--- config.mk ---
export PLATFORM = sky130hd
export DESIGN_NAME = jbi_min_rq_rhq_ctl
export DESIGN_NICKNAME = d
export VERILOG_FILES = /design/src/rtl/jbi_min_rq_rhq_ctl.sv
export SDC_FILE = /design/constraint.sdc
export NUM_CORES = 1
export LEC_CHECK = 0
export ABC_AREA = 1
export CAP_MARGIN = 20
export CORE_MARGIN = 4
export CORE_UTILIZATION = 46
export CTS_BUF_LIST = sky130_fd_sc_hd__clkbuf_8
export CTS_CLUSTER_SIZE = 30
export DETAILED_ROUTE_END_ITERATION = 8
export GPL_TIMING_DRIVEN = 0
export PLACE_DENSITY = 0.88
export SLEW_MARGIN = 20
export SYNTH_ARGS = -nofsm -noshare
export SYNTH_HDL_FRONTEND = slang
export SYNTH_SLANG_ARGS = --single-unit
--- constraint.sdc ---
create_clock -name clk -period 6.5 [get_ports clk]
set_input_delay 0.975 -clock clk [delete_from_list [all_inputs] [get_ports clk]]
set_output_delay 0.975 -clock clk [all_outputs]
set_load 0.005 [all_outputs]
--- src/rtl/jbi_min_rq_rhq_ctl.sv ---
// Pointer and flow controller for the 16-entry request header queue.
// The write side strobes the array directly; the read side prefetches the head into a show-ahead register.
module jbi_min_rq_rhq_ctl #(
    parameter int ADDR_WIDTH = 4,
    parameter int DATA_WIDTH = 64
) (
    input  logic                  clk,
    input  logic                  rst_l,
    input  logic                  rhq_enq,
    input  logic                  rhq_deq,
    input  logic [DATA_WIDTH-1:0] rhq_rdata,
    output logic                  rhq_csn_wr,
    output logic [ADDR_WIDTH-1:0] rhq_waddr,
    output logic                  rhq_csn_rd,
    output logic [ADDR_WIDTH-1:0] rhq_raddr,
    output logic                  rhq_head_vld,
    output logic [DATA_WIDTH-1:0] rhq_head_data,
    output logic                  rhq_full,
    output logic                  rhq_empty,
    output logic [ADDR_WIDTH:0]   rhq_count,
    output logic                  rhq_credit,
    output logic                  rhq_ovf_err,
    output logic                  rhq_udf_err
);

    localparam int                DEPTH     = 2 ** ADDR_WIDTH;
    localparam logic [ADDR_WIDTH:0] DEPTH_CNT = (ADDR_WIDTH + 1)'(DEPTH);

    localparam logic [1:0] ST_IDLE  = 2'd0;
    localparam logic [1:0] ST_FETCH = 2'd1;
    localparam logic [1:0] ST_HEAD  = 2'd2;

    logic [ADDR_WIDTH-1:0] wr_ptr_r;
    logic [ADDR_WIDTH-1:0] rd_ptr_r;
    logic [ADDR_WIDTH:0]   count_r;
    logic [1:0]            state_r;
    logic                  head_vld_r;
    logic [DATA_WIDTH-1:0] head_data_r;
    logic                  full_r;
    logic                  empty_r;
    logic                  credit_r;
    logic                  ovf_r;
    logic                  udf_r;

    logic                  accept_enq_s;
    logic                  accept_deq_s;
    logic [ADDR_WIDTH:0]   in_flight_s;
    logic                  has_unread_s;
    logic                  issue_rd_s;
    logic [ADDR_WIDTH:0]   count_nxt_s;
    logic [1:0]            state_nxt_s;

    // Handshake qualification and read issue; entries held in the head or in flight are not readable again
    always_comb begin
        accept_enq_s = rst_l & rhq_enq & ~full_r;
        accept_deq_s = rst_l & rhq_deq & head_vld_r;
        in_flight_s  = (ADDR_WIDTH + 1)'(head_vld_r) + (ADDR_WIDTH + 1)'(state_r == ST_FETCH);
        has_unread_s = (count_r > in_flight_s);
        if (state_r == ST_IDLE) begin
            issue_rd_s = rst_l & has_unread_s;
        end else if (state_r == ST_HEAD) begin
            issue_rd_s = rst_l & has_unread_s & rhq_deq;
        end else begin
            issue_rd_s = 1'b0;
        end
        count_nxt_s = count_r + (ADDR_WIDTH + 1)'(accept_enq_s) - (ADDR_WIDTH + 1)'(accept_deq_s);
    end

    // Read FSM next-state decode
    always_comb begin
        state_nxt_s = state_r;
        case (state_r)
            ST_IDLE: begin
                if (issue_rd_s) state_nxt_s = ST_FETCH;
                else            state_nxt_s = ST_IDLE;
            end
            ST_FETCH: state_nxt_s = ST_HEAD;
            ST_HEAD: begin
                if (issue_rd_s)        state_nxt_s = ST_FETCH;
                else if (rhq_deq)      state_nxt_s = ST_IDLE;
                else                   state_nxt_s = ST_HEAD;
            end
            default: state_nxt_s = ST_IDLE;
        endcase
    end

    // Pointers, occupancy, status flags and one-cycle pulses
    always_ff @(posedge clk) begin
        if (!rst_l) begin
            wr_ptr_r <= '0;
            rd_ptr_r <= '0;
            count_r  <= '0;
            state_r  <= ST_IDLE;
            full_r   <= 1'b0;
            empty_r  <= 1'b1;
            credit_r <= 1'b0;
            ovf_r    <= 1'b0;
            udf_r    <= 1'b0;
        end else begin
            if (accept_enq_s) wr_ptr_r <= wr_ptr_r + ADDR_WIDTH'(1);
            if (issue_rd_s)   rd_ptr_r <= rd_ptr_r + ADDR_WIDTH'(1);
            count_r  <= count_nxt_s;
            state_r  <= state_nxt_s;
            full_r   <= (count_nxt_s == DEPTH_CNT);
            empty_r  <= (count_nxt_s == '0);
            credit_r <= accept_deq_s;
            ovf_r    <= rhq_enq & full_r;
            udf_r    <= rhq_deq & ~head_vld_r;
        end
    end

    // Show-ahead head register: loads the array output one cycle after the read strobe
    always_ff @(posedge clk) begin
        if (!rst_l) begin
            head_vld_r  <= 1'b0;
            head_data_r <= '0;
        end else begin
            case (state_r)
                ST_FETCH: begin
                    head_vld_r  <= 1'b1;
                    head_data_r <= rhq_rdata;
                end
                ST_HEAD: begin
                    if (rhq_deq) head_vld_r <= 1'b0;
                    else         head_vld_r <= head_vld_r;
                end
                default: head_vld_r <= head_vld_r;
            endcase
        end
    end

    assign rhq_csn_wr    = ~accept_enq_s;
    assign rhq_waddr     = wr_ptr_r;
    assign rhq_csn_rd    = ~issue_rd_s;
    assign rhq_raddr     = rd_ptr_r;
    assign rhq_head_vld  = head_vld_r;
    assign rhq_head_data = head_data_r;
    assign rhq_full      = full_r;
    assign rhq_empty     = empty_r;
    assign rhq_count     = count_r;
    assign rhq_credit    = credit_r;
    assign rhq_ovf_err   = ovf_r;
    assign rhq_udf_err   = udf_r;

endmodule

==> summary.md, run 1 <==
| Metric | Value |
|---|---|
| Result of the run | finished clean |
| Critical path fanouts, max | 10 |
| Leading cell types by count after synthesis | sky130_fd_sc_hd__nor2_1, sky130_fd_sc_hd__dfxtp_1, sky130_fd_sc_hd__o21ai_0, sky130_fd_sc_hd__inv_1, sky130_fd_sc_hd__nand2_1 |
| Startpoint type of the worst setup path | flip-flop |
| Min-Delay Startpoint | rhq_full |
| Number of nets in the layout | 669 |
| Share of post-route cells with drive strength above 1 | 0.0590 |
| Top Ports | 153 |
| Smallest hold slack | 0.474 ns |
| Power per Cell Area | 391 mW/mm^2 |
| Setup Skew | 0.00970 ns |
| Crit path buf inv count | 5 |
| Hold-critical path endpoint | rhq_ovf_err |
| Ys async rst share | 0 |
| Sequential share of power | 0.377 |
| IO buf count | 152 |
| Number of distinct library cells after synthesis | 26 |
| Synth top area share | 0.514 |
| Setup violations, final | 0 |
| Number of antenna violations at the first check in global routing | 0 |
| Cell depth of the worst min-delay path | 2 |
| Full die area | 0.00862 mm^2 |
| Final Critical Period | 3.69 ns |
| Final clock period utilization by the worst path | 0.567 |
| Synthesized-area fraction occupied by adder cells | 0.0514 |
| Clock tree from TritonCTS | built |
| Hold crit path type | flip-flop to flip-flop |
| Core area | 0.00691 mm^2 |
| Remaining number of nets flagged by the antenna check after routing | 0 |
| Diode insertion count for antenna repair | 0 |
| Setup slack on the worst flop-to-flop path | 4.22 ns |
| Routed length per instance | 13.3 um |
| Final wirelength | 9170 um |
| Worst Setup Path Type | flip-flop to primary output |
| Vias after detailed routing | 3290 |
| Cts bufs inserted | 9 |
| Final std cells w/o fill | 689 |
| Area Overhead vs Synth | 56.4% |
| Worst Path Arrival | 2.71 ns |
| Mux share of post-synthesis cell area | 0 |
| Net count after synthesis | 506 |
| Post-Route Setup TNS | 0 ns |
| DRC Markers | 0 |
| Clk network pwr share | 0.204 |
| Count leader, synth | sky130_fd_sc_hd__nor2_1 |
| Number of H-tree branching levels | 3 |
| Cell Chain, Critical Path | inv_1 > nor2_2 > buf_6 > buf_4 > ha_1 > inv_1 > ha_1 > nand2_1 > nand3_1 > nand3_2 > clkdlybuf4s50_1 |
| Placed cell count | 673 |
| Buffers inserted during post-CTS setup optimization | 0 |
| Number of clock sinks | 85 |
| Post-Synthesis Cells | 425 |
| Power, Total | 2.02 mW |
| Prevailing post-synth register cell | sky130_fd_sc_hd__dfxtp_1 |
| RR Startpoint | rhq_full |
| RD Place Congestion | 0.876 |
| Starting Density | 0.480 |
| Routed vias/inst | 4.78 |
| Maximum resistive drop on vdd | 0.000195 V |
| CP endpoint kind | primary output |
| Global-route wire length before repair | 14800 um |
| Family with the most delay on the worst path | buffers and inverters |
| Slowest-stage cell, CP | sky130_fd_sc_hd__clkdlybuf4s50_1 |
| Count of flip-flops with a built-in enable after synthesis | 0 |
| Master cell of the clock root buffer | sky130_fd_sc_hd__clkbuf_8 |
| Number of hold violations in the final report | 0 |
| Area share of xor/xnor cells in the synthesized design | 0.00529 |
| Fraction of the mapped netlist area in compound gates | 0.113 |
| Maximum number of buffers from clock root to sink | 2 |
| Cell-internal power | 1.36 mW |
| Largest family of logic cells by synthesized area | simple AND/OR/NAND/NOR gates |
| Ys Warns | 0 |
| Global routing usage summed across all routing layers | 0.212 |
| Highest achievable clock rate | 0.271 GHz |
| Final Instance Area | 0.00518 mm^2 |
| Required @ worst endpoint | 5.52 ns |
| Leakage | 2.26 nW |
| Worst reg2reg path depth | 11 |
| Mapped cell area | 0.00331 mm^2 |
| Worst R2R End | rhq_empty |
| Area share of and/or/nand/nor cells after synthesis | 0.238 |
| Final critical-path setup slack | 2.81 ns |
| Die height | 92.9 um |
| Total global routing overflow | 0 |
| Number of rows created at floorplan | 30 |
| Part of the Yosys area used for sequential elements | 0.514 |
| Number of global-route vias before repair | 3251 |
| Max Cap Viol | 0 |
| Dominant cell type by area after synthesis | sky130_fd_sc_hd__dfxtp_1 |
| Clock latency on the worst-skew pair | 0.34 ns |
| Post-Place Worst Slack | 2.86 ns |
| Setup repair after global routing missed its margin | no |
| Overall die width | 92.9 um |
| Quantity of hold-fixing buffers added after cts | 0 |
| Syn_area_per_cell | 7.80 um^2 |
| Count of final max-slew check failures | 0 |
| Clk pin slew, worst setup/hold paths | 0.08 ns |
| Sw Ratio | 0.326 |
| CTS resizes | 0 |
| Slew at the pin closest to its max-slew limit | 0.455 ns |
| 1st-iter DRT viols | 84 |
| Seq cells post-synth | 85 |
| Core Util, Final | 0.750 |
| Pin count of the biggest net entering global routing | 14 |
| Relative slew margins | 0.697 |
| Delay of the slowest cell on the worst path | 0.53 ns |
| Pre-antenna DRT Iters | 4 |
| Combinational share of power | 0.420 |
| Placed Area | 0.00495 mm^2 |
| Cells taking the most area after synthesis | sky130_fd_sc_hd__dfxtp_1, sky130_fd_sc_hd__nor2_1, sky130_fd_sc_hd__o21ai_0 |
| Sw Pwr | 0.661 mW |
| Half-perimeter wire length after placement | 7020 um |
==> area by class of cell <==
type / instances / area [um^2]
Fill cell: 529 / 1730
Sequential cell: 85 / 1700
Timing Repair Buffer: 152 / 1520
Multi-Input combinational cell: 287 / 1350
Clock buffer: 11 / 151
Buffer: 22 / 146
Tap cell: 96 / 120
Inverter: 31 / 116
Clock inverter: 5 / 75.1
==> power by group through the flow <==
stage                     Clock [mW]  Combinational (mW)  Sequential [mW]
after floorplan                    0               0.393            0.775
after global placement             0               0.827            0.762
after detailed placement           0               0.852            0.772
after CTS                      0.421               0.859            0.763
after global routing           0.443               0.950            0.782
final                          0.412               0.849            0.763
==> layer usage <==
| metal | track usage | share of wire | vias to the layer above | routed length [um] |
|---|---|---|---|---|
| li1 | - | - | 1671 | - |
| met1 | 0.236 | 0.41 | 1489 | 3800 |
| met2 | 0.376 | 0.48 | 116 | 4390 |
| met3 | 0.0715 | 0.090 | 14 | 829 |
| met4 | 0.0745 | 0.015 | 0 | 141 |
| met5 | 0 | 0 | - | 0 |
==> flip-flops by register name (all words and copies together), names as in the netlist <==
register / cells
rhq_full: 1
rhq_waddr: 4
rhq_udf_err: 1
rhq_empty: 1
rhq_raddr: 4
rhq_credit: 1
rhq_head_vld: 1
rhq_head_data: 64
state_r: 2
rhq_ovf_err: 1
rhq_count: 5
==> cells in the final DEF (no fill, tap or decap) <==
cell                              instances
sky130_fd_sc_hd__a21oi_1                  6
sky130_fd_sc_hd__a31oi_1                  1
sky130_fd_sc_hd__and3_1                   2
sky130_fd_sc_hd__buf_2                    9
sky130_fd_sc_hd__buf_4                    1
sky130_fd_sc_hd__buf_6                    6
sky130_fd_sc_hd__bufinv_16                2
sky130_fd_sc_hd__clkbuf_1                 5
sky130_fd_sc_hd__clkbuf_4                 1
sky130_fd_sc_hd__clkbuf_8                11
sky130_fd_sc_hd__clkdlybuf4s50_1        152
sky130_fd_sc_hd__clkinvlp_4               1
sky130_fd_sc_hd__dfxtp_1                 85
sky130_fd_sc_hd__fa_1                     1
sky130_fd_sc_hd__ha_1                    12
sky130_fd_sc_hd__inv_1                   31
sky130_fd_sc_hd__inv_2                    2
sky130_fd_sc_hd__nand2_1                 28
sky130_fd_sc_hd__nand3_1                 12
sky130_fd_sc_hd__nand3_2                  1
sky130_fd_sc_hd__nand3b_1                 1
sky130_fd_sc_hd__nand4_1                  3
sky130_fd_sc_hd__nor2_1                 147
sky130_fd_sc_hd__nor2_2                   1
sky130_fd_sc_hd__nor3_1                   3
sky130_fd_sc_hd__o21ai_0                 55
sky130_fd_sc_hd__o21ai_1                 11
sky130_fd_sc_hd__o31ai_1                  1
sky130_fd_sc_hd__xnor2_1                  1
sky130_fd_sc_hd__xor2_1                   1
==> worst max path at each step <==
stage          startpoint          to  depth (start not counted)  slack, ns
2_1_floorplan       rst_l   rhq_empty                         11       3.79
3_3_place_gp        rst_l    rhq_full                         12       2.94
3_5_place_dp        rst_l    rhq_full                         12       2.86
4_1_cts        state_r[0]  rhq_csn_rd                         11       2.80
5_1_grt        state_r[0]  rhq_csn_rd                         11       2.59
6_report       state_r[0]  rhq_csn_rd                         11       2.81
==> cell families (layout without fill, tap and decap cells) <==
| family | Yosys count | count (layout) |
|---|---|---|
| simple gates | 198 | 198 |
| compound gates | 74 | 74 |
| fa+ha+maj | 13 | 13 |
| xor+xnor | 2 | 2 |
| buf+inv | 53 | 221 |
| flops | 85 | 85 |
==> worst reg2reg max path: cells and delay by family, from the launching register on <==
family,cells,cell delay (ns)
AND/OR/NAND/NOR,4,0.61
XOR/XNOR,1,0.18
buffers and inverters,3,0.19
adder cells (fa/ha/maj),3,0.92
flip-flops,1,0.33
Power figures use the tool's default switching activity.
==> run 2: changes to the inputs <==
CORE_UTILIZATION = 38   (was 46)
PLACE_DENSITY = 0.78   (was 0.88)
clock period = 3.3 ns   (was 6.5 ns; I/O delays follow)
==> run 2 against run 1 <==
  * Sequential power rose by 95%
  * Global-route usage fell by 4.0 points
  * Non-clock buffer count did not move
  * Die area rose by 19%
  * Power rose by 95%
  * Clock skew rose by 0.0014 ns
  * Hold slack got worse by 0.015 ns
  * Clock power rose by 87%
  * Count of clock-buffer cells in the layout fell by 2
  * First-iteration DRC count fell by 18%
  * Flip-flop and latch count did not move
  * Critical path type unchanged
  * Largest power group unchanged
==> summary.md, run 2 (synthesized netlist as in run 1, its figures left out) <==
| Metric | Value |
|---|---|
| Number of clock sinks | 85 (unchanged) |
| Diode insertion count for antenna repair | 0 (unchanged) |
| Area Overhead vs Synth | 56.7% |
| Critical path fanouts, max | 10 (unchanged) |
| Leakage | 2.26 nW (-0.11%) |
| Buffers inserted during post-CTS setup optimization | 0 (unchanged) |
| Max Cap Viol | 0 (unchanged) |
| Relative slew margins | 0.705 (+0.00786) |
| Number of filler cells placed in the layout | 740 (+40%) |
| Clk pin slew, worst setup/hold paths | 0.09 ns (about the same) |
| 1st-iter DRT viols | 69 (-18%) |
| Family with the most delay on the worst path | buffers and inverters |
| Top Ports | 153 (unchanged) |
| Setup slack on the worst flop-to-flop path | 1.07 ns (-3.15 ns) |
| Pin count of the biggest net entering global routing | 14 (unchanged) |
| Cell with the most instances on the worst path | sky130_fd_sc_hd__ha_1 |
| Full die area | 0.0103 mm^2 (+19%) |
| Core area | 0.00834 mm^2 (+21%) |
| Crit path buf inv count | 4 (-1) |
| Result of the run | finished clean |
| Topmost layer with routed signal wires | met4 |
| CP endpoint kind | primary output |
| Worst Path Arrival | 2.62 ns (-0.09 ns) |
| Power, Total | 3.95 mW (+95%) |
| Final std cells w/o fill | 698 (+1.3%) |
| Number of rows created at floorplan | 33 (+10%) |
| Number of H-tree branching levels | 3 (unchanged) |
| Setup violations, final | 0 (unchanged) |
| Startpoint type of the worst setup path | flip-flop |
| Count of final max-slew check failures | 0 (unchanged) |
| Final wirelength | 9060 um (-1.2%) |
| Commonest non-fill, non-tap cells in the layout | sky130_fd_sc_hd__clkdlybuf4s50_1, sky130_fd_sc_hd__nor2_1, sky130_fd_sc_hd__dfxtp_1, sky130_fd_sc_hd__o21ai_0, sky130_fd_sc_hd__inv_1 |
| Number of global-route vias before repair | 3192 (-1.8%) |
| Length of routed met2 wiring | 4090 um (-6.9%) |
| M1 wire length | 3900 um (+2.5%) |
| Half-perimeter wire length after placement | 6800 um (-3.1%) |
| Overall die width | 101 um (+9.2%) |
| Slew at the pin closest to its max-slew limit | 0.443 ns (-0.0118 ns) |
| Routed length per instance | 13.0 um (-2.5%) |
| CTS resizes | 0 (unchanged) |
| Final clock period utilization by the worst path | 0.944 |
| Met3 Wirelength | 928 um (+12%) |
| Total global routing overflow | 0 (unchanged) |
| Quantity of hold-fixing buffers added after cts | 0 (unchanged) |
| Maximum number of buffers from clock root to sink | 2 (unchanged) |
| Starting Density | 0.397 (-0.0825) |
| Power per Cell Area | 761 mW/mm^2 (+95%) |
| Required @ worst endpoint | 2.80 ns (-2.72 ns) |
| Die height | 101 um (+9.2%) |
| Remaining number of nets flagged by the antenna check after routing | 0 (unchanged) |
| Global routing usage summed across all routing layers | 0.173 (-0.0396) |
| Hold crit path type | flip-flop to flip-flop |
| Share of post-route cells with drive strength above 1 | 0.0590 (unchanged) |
| Clock latency on the worst-skew pair | 0.34 ns (about the same) |
| Cts bufs inserted | 9 (unchanged) |
| Number of antenna violations at the first check in global routing | 0 (unchanged) |
| Placed cell count | 682 (+1.3%) |
| Number of hold violations in the final report | 0 (unchanged) |
| Number of nets in the layout | 669 (unchanged) |
| Master cell of the clock root buffer | sky130_fd_sc_hd__clkbuf_8 |
| Vias after detailed routing | 3274 (-0.49%) |
| IO buf count | 152 (unchanged) |
| Cell Chain, Critical Path | inv_1 > nor2_4 > buf_6 > buf_4 > ha_1 > ha_1 > nand4_1 > nand3_4 > clkdlybuf4s50_1 |
| Flip-flop count of the largest register after layout | 64 (unchanged) |
| Worst Setup Path Type | flip-flop to primary output |
| Final Critical Period | 3.11 ns |
| Most common library cell in the layout ignoring fill and taps | sky130_fd_sc_hd__clkdlybuf4s50_1 |
| Global-route wire length before repair | 14300 um (-3.5%) |
| DRC Markers | 0 (unchanged) |
| Slowest-stage cell, CP | sky130_fd_sc_hd__clkdlybuf4s50_1 |
| Routed vias/inst | 4.69 (-1.8%) |
| Setup Skew | 0.0111 ns (+0.00142 ns) |
| Post-Route Setup TNS | 0 ns (unchanged) |
| RD Place Congestion | 0.799 (-8.8%) |
| Setup repair after global routing missed its margin | no |
| Maximum resistive drop on vdd | 0.000419 V (+110%) |
| Highest achievable clock rate | 0.321 GHz |
| Pre-antenna DRT Iters | 4 (unchanged) |
| Clock tree from TritonCTS | built |
| Delay of the slowest cell on the worst path | 0.53 ns (about the same) |
run 2: per-layer routing:
layer	up-vias	global-route usage
met5	-	0
met4	0	0.0603
met3	11	0.0723
met2	117	0.290
met1	1470	0.198
li1	1676	-
run 2: per-stage QoR:
| step | utilization | area [um^2] | setup WS (ns) | hold slack [ns] |
|---|---|---|---|---|
| global placement | 0.595 | 4970 | 0.212 | 0.437 |
| finish | 0.622 | 5190 | 0.186 | 0.460 |
| CTS | 0.620 | 5170 | 0.0811 | 0.461 |
| global route | 0.622 | 5190 | 0.0165 | 0.475 |
| detailed placement | 0.595 | 4970 | 0.188 | 0.443 |
| floorplan | - | 3310 | 1.07 | 0.444 |
run 2: worst paths after layout:
kind                            startpoint           to  depth (start not counted)
worst min-delay path              rhq_full  rhq_ovf_err                          2
worst max-delay path            state_r[0]   rhq_csn_rd                          9
worst max register to register    rhq_full    rhq_empty                         12
worst min register to register    rhq_full  rhq_ovf_err                          2
run 2: worst register-to-register path: cells and delay by family, from the launching register on:
kind | cells | cell delay, ns
adder cells (fa/ha/maj) | 3 | 0.93
AND/OR/NAND/NOR | 6 | 0.70
flip-flops | 1 | 0.32
buffers and inverters | 3 | 0.18
run 2: cell type report:
type,instances,area [um^2],area share
flip-flops and latches,85,1700,0.328
repair buffers,152,1520,0.293
multi-input cells,287,1370,0.263
plain buffers,22,146,0.0282
well taps,105,131,0.0253
clock buffers,9,124,0.0239
inverters,31,116,0.0224
clock inverters,7,83.8,0.0161
run 2: report_power, final:
group / internal [mW] / leakage (nW) / switching, mW
combinational: 0.903 / 1.45 / 0.785
clock: 0.418 / 0.113 / 0.353
sequential: 1.33 / 0.699 / 0.166
==> run 3: changes to the inputs <==
CTS_CLUSTER_SIZE = default   (was 30)
==> results of run 3 <==
Final layout, timing and power as in run 2 (identical DEF).
